## config.mk

```make
export PLATFORM = sky130hd
export DESIGN_NAME = d_mem_arbiter
export DESIGN_NICKNAME = d
export VERILOG_FILES = /design/src/rtl/d_mem_arbiter.sv
export SDC_FILE = /design/constraint.sdc
export NUM_CORES = 1
export LEC_CHECK = 0
export BUFFER_PORTS_ARGS = -buffer_cell sky130_fd_sc_hd__buf_2
export CORE_MARGIN = 4
export CORE_UTILIZATION = 30
export DETAILED_ROUTE_END_ITERATION = 12
export PLACE_DENSITY = 0.55
export SLEW_MARGIN = 20
export SYNTH_ARGS = -nofsm -noshare
export SYNTH_HDL_FRONTEND = slang
export SYNTH_SLANG_ARGS = --single-unit
```

## constraint.sdc

```tcl
create_clock -name clock -period 4.6 [get_ports clock]
set_clock_uncertainty 0.1 [all_clocks]
set_input_delay 0.46 -clock clock [delete_from_list [all_inputs] [get_ports clock]]
set_output_delay 0.46 -clock clock [all_outputs]
set_load 0.1 [all_outputs]
```

## src/rtl/d_mem_arbiter.sv

```systemverilog
// Two-port arbiter/sequencer sharing the single-port d_mem between the CPU (port 0) and debug/DMA (port 1).
// Optional round-robin arbitration is enabled with `define D_MEM_ARB_RR_EN; otherwise fixed priority to port 0.
module d_mem_arbiter #(
  parameter int MemSize = 5
) (
  input  logic        clock,
  input  logic        reset_n,
  input  logic        req0,
  input  logic        req1,
  input  logic        we0,
  input  logic        we1,
  input  logic [31:0] addr0,
  input  logic [31:0] addr1,
  input  logic [31:0] wdata0,
  input  logic [31:0] wdata1,
  output logic        ack0,
  output logic        ack1,
  output logic [31:0] rdata0,
  output logic [31:0] rdata1,
  output logic        err0,
  output logic        err1,
  output logic [31:0] mem_addr,
  output logic [31:0] mem_wdata,
  output logic        mem_write,
  output logic        mem_read,
  input  logic [31:0] mem_rdata
);

  typedef enum logic [1:0] {IDLE, ISSUE, CAPT, RESP} state_t;

  state_t      state, state_next;
  logic        gnt;
  logic        gnt_q;
  logic        we_q;
  logic        sel_we;
  logic [31:0] sel_addr;
  logic [31:0] sel_wdata;
  logic        addr_bad;
  logic        any_req;
`ifdef D_MEM_ARB_RR_EN
  logic        ptr;
`endif

  always_comb begin
`ifdef D_MEM_ARB_RR_EN
    // Port 1 wins when alone, or on a tie when the pointer prefers it.
    gnt = req1 & (~req0 | ptr);
`else
    gnt = req1 & ~req0;
`endif
    any_req   = req0 | req1;
    sel_we    = gnt ? we1 : we0;
    sel_addr  = gnt ? addr1 : addr0;
    sel_wdata = gnt ? wdata1 : wdata0;
    addr_bad  = (sel_addr >> MemSize) != 32'd0;

    state_next = state;
    case (state)
      IDLE:    if (any_req) state_next = addr_bad ? RESP : ISSUE;
      ISSUE:   state_next = CAPT;
      CAPT:    state_next = RESP;
      RESP:    state_next = IDLE;
      default: state_next = IDLE;
    endcase
  end

  always_ff @(posedge clock or negedge reset_n) begin
    if (!reset_n) state <= IDLE;
    else          state <= state_next;
  end

  always_ff @(posedge clock or negedge reset_n) begin
    if (!reset_n) begin
      gnt_q     <= 1'b0;
      we_q      <= 1'b0;
      ack0      <= 1'b0;
      ack1      <= 1'b0;
      rdata0    <= '0;
      rdata1    <= '0;
      err0      <= 1'b0;
      err1      <= 1'b0;
      mem_addr  <= '0;
      mem_wdata <= '0;
      mem_write <= 1'b0;
      mem_read  <= 1'b0;
`ifdef D_MEM_ARB_RR_EN
      ptr       <= 1'b0;
`endif
    end else begin
      ack0      <= 1'b0;
      ack1      <= 1'b0;
      mem_write <= 1'b0;
      mem_read  <= 1'b0;
      case (state)
        IDLE: begin
          if (any_req) begin
            gnt_q <= gnt;
            we_q  <= sel_we;
`ifdef D_MEM_ARB_RR_EN
            ptr   <= ~gnt;
`endif
            if (addr_bad) begin
              // Rejected before the memory: strobes stay low, mem_addr/mem_wdata hold.
              if (gnt) begin
                ack1 <= 1'b1;
                err1 <= 1'b1;
              end else begin
                ack0 <= 1'b1;
                err0 <= 1'b1;
              end
            end else begin
              mem_addr  <= sel_addr;
              mem_wdata <= sel_wdata;
              mem_write <= sel_we;
              mem_read  <= ~sel_we;
            end
          end
        end
        ISSUE: ;
        CAPT: begin
          if (gnt_q) begin
            ack1   <= 1'b1;
            rdata1 <= we_q ? '0 : mem_rdata;
          end else begin
            ack0   <= 1'b1;
            rdata0 <= we_q ? '0 : mem_rdata;
          end
        end
        RESP: begin
          rdata0 <= '0;
          rdata1 <= '0;
          err0   <= 1'b0;
          err1   <= 1'b0;
        end
        default: ;
      endcase
    end
  end

endmodule
```

==> reports/metrics.yaml <==
status:
  outcome: "completed"
setup_path:
  critPathCapture: "mem_addr[3]"
  startpoint: "addr0[30]"
  r2r_start: "state[0]"
  worstPathMaxFanout: 66
  crit_required_ns: 4.80
  crit_type: "in2reg"
  reg2reg_depth: 5
  rrSetupSlack_ns: 2.23
  regToRegEndpoint: "mem_addr[3]"
  critPathArrivalTime_ns: 2.57
  end_kind: "register"
  start_kind: "primary input"
synthesis:
  synthAdderAreaFrac: 0.006526
  postSynthCellCount: 564
  yosys_warnings: 0
  synth_top_family_by_area: "simple AND/OR/NAND/NOR gates"
  synth_area_per_cell_um2: 10.20
  ys_seq_elements: 138
  syn_area_um2: 5752
  synth_compound_gate_area_share: 0.07918
  synthSimpleGateAreaFrac: 0.1964
  muxShareOfSynthArea: 0.08723
  yosysSeqAreaShare: 0.6004
  synth-edff-count: 0
  synthXorXnorAreaFrac: 0
  ys.flop_type: "dfrtp_1"
  synth_fp_nets: 733
  async_reset_ff_frac: 1.000
  ys_types: 35
cts:
  cts_buffers: 17
  cts-htree-levels: 4
  clock-sinks: 138
  clock_latency_ns: 0.41
  clockRootBuffer: "clkbuf_16"
  cts_tree: "yes"
  cts_buffer_depth: 2
  clkTransAtPathRegs_ns: 0.06
final_layout:
  final_common_cell: "buf_2"
  stdcell_area_um2: 8133
  area_delta_synth_final_pct: 41.40
  layout-drive-gt1-share: 0.4366
  final_cell_mix: "buf_2 (298), nand2_1 (210), dfrtp_1 (138)"
  antenna_cells: 0
  nets: 1025
global_routing:
  grt_pass1_wl_um: 27370
  grt_pass1_vias: 5223
  antenna_found_initial: 0
  grt_max_degree: 67
  track_usage: 0.1619
  grt_remaining_overflow: 0
floorplanning:
  start_util: 0.3065
  die_h_um: 146.5
  die_area_um2: 21450
  core_um2: 18770
  die_w_um: 146.5
  rows: 50
  num_io_pins: 300
sta:
  finalHoldViolCount: 0
  rsz0062_at_grt: "no"
  maxSlewHeadroom: 0.4141
  period_share: 0.5161
  fmax_mhz: 421.2
  setup_violations: 0
  finalMaxSlewViolations: 0
  finalSetupTns_ns: 0
  fin_crit_ns: 2.374
  worstMarginPinSlew_ns: 0.8788
placement:
  place_area_um2: 7478
  port-buffer-count: 299
  hpwl_um: 12880
  gp_congestion: 0.7992
route:
  met2_wirelength_um: 8490
  routedWlPerCell_um: 15.73
  drcViolationCount: 0
  top_layer: "met4"
  dr_total_vias: 4918
  drt-met1-wl_um: 7369
  firstDrtPassIters: 6
  wl_met3_um: 1197
  drt_iter0_drc: 169
  antenna_left: 0
  via_per_inst: 4.463
  wl_um: 17330
pwr:
  ir_drop_mv: 0.2728
  p_leak_nw: 4.687
  cellPowerDensity_nw_per_um2: 706.9
hold_path:
  holdCritPathClass: "in2reg"
  hp-start: "mem_rdata[9]"
job:
  max-cap-violations: 0
cell usage after synthesis, types with 2 or more instances:
| library cell | number | area [µm²] |
|---|---|---|
| nor4_1 | 14 | 87.58 |
| o211a_1 | 2 | 20.02 |
| dfrtp_1 | 138 | 3453 |
| nor3_1 | 2 | 10.01 |
| clkbuf_1 | 27 | 101.4 |
| mux2_4 | 20 | 300.3 |
| inv_1 | 6 | 22.52 |
| nor2_1 | 4 | 15.01 |
| mux2_2 | 17 | 191.4 |
| ha_1 | 3 | 37.54 |
| a211o_1 | 2 | 17.52 |
| nand2_1 | 210 | 788.3 |
| buf_6 | 3 | 33.78 |
| o21ai_0 | 66 | 330.3 |
| and2_1 | 27 | 168.9 |
| nand4_1 | 3 | 18.77 |
| a21oi_1 | 2 | 10.01 |
metal layers:
metal | vias to the layer above | GRT usage
met3 | 17 | 0.04500
met4 | 0 | 0.05691
li1 | 2441 | -
met2 | 213 | 0.2776
met1 | 2247 | 0.1958
met5 | - | 0
per-stage QoR:
stage / util / setup slack [ns] / std cells / power [W] / hold slack (ns)
floorplan: - / 2.500 / 564 / 0.003710 / 0.06441
global placement: 0.3985 / 1.794 / 1070 / 0.004288 / 0.3578
detailed placement: 0.3985 / 1.759 / 1070 / 0.004312 / 0.3648
CTS: 0.4333 / 2.209 / 1102 / 0.005837 / 0.1839
global route: 0.4333 / 2.030 / 1102 / 0.006057 / 0.1963
finish: 0.4333 / 2.226 / 1102 / 0.005749 / 0.2049
power breakdown:
part	internal [W]	switching (W)	leakage (nW)
logic	0.000424	0.00226	2.52
registers	0.00146	0.000107	1.86
clock network	0.000966	0.000534	0.311
what timing repair did:
action | 4_1_cts | 5_1_grt
hold buffers | 1 | 0
buffers inserted | 0 | 0
gates resized for setup | 0 | 0
hold endpoints to repair | 59 | 0
worst min path at each step:
stage | cells after the start | slack (ns) | end
after floorplan | 0 | 0.06 | ack0
after global placement | 2 | 0.36 | rdata1[14]
after detailed placement | 2 | 0.36 | rdata1[26]
after CTS | 3 | 0.18 | rdata1[15]
after global routing | 3 | 0.20 | rdata1[19]
final | 3 | 0.20 | rdata1[9]
critical path, stage by stage:
cell	delay (ns)
buf_2	0.10
nor4_1	0.38
nand4_2	0.19
o22ai_4	0.38
nand2b_4	0.53
mux2_4	0.49
state kept, by name (all words and copies together) (netlist names):
register and cells:
ack0 1, ack1 1, err0 1, err1 1
gnt_q 1, mem_addr 32, mem_read 1, mem_wdata 32
mem_write 1, rdata0 32, rdata1 32, state 2
we_q 1
cell type report:
type                    count  area [µm²]
clock buffers              18       429.2
clock inverters            13       215.2
fillers                  1855       10640
inverters                   6       22.52
multi-input cells         387        2162
flip-flops and latches    138        3453
well taps                 234       292.8
repair buffers            306        1558
kinds of logic after synthesis:
kind of cell	after synthesis
AO/OA/AOI/OAI	81
flip-flops	138
buffers and inverters	39
AND/OR/NAND/NOR	265
multiplexers	38
adder cells (fa/ha/maj)	3
Power figures use the tool's default switching activity.
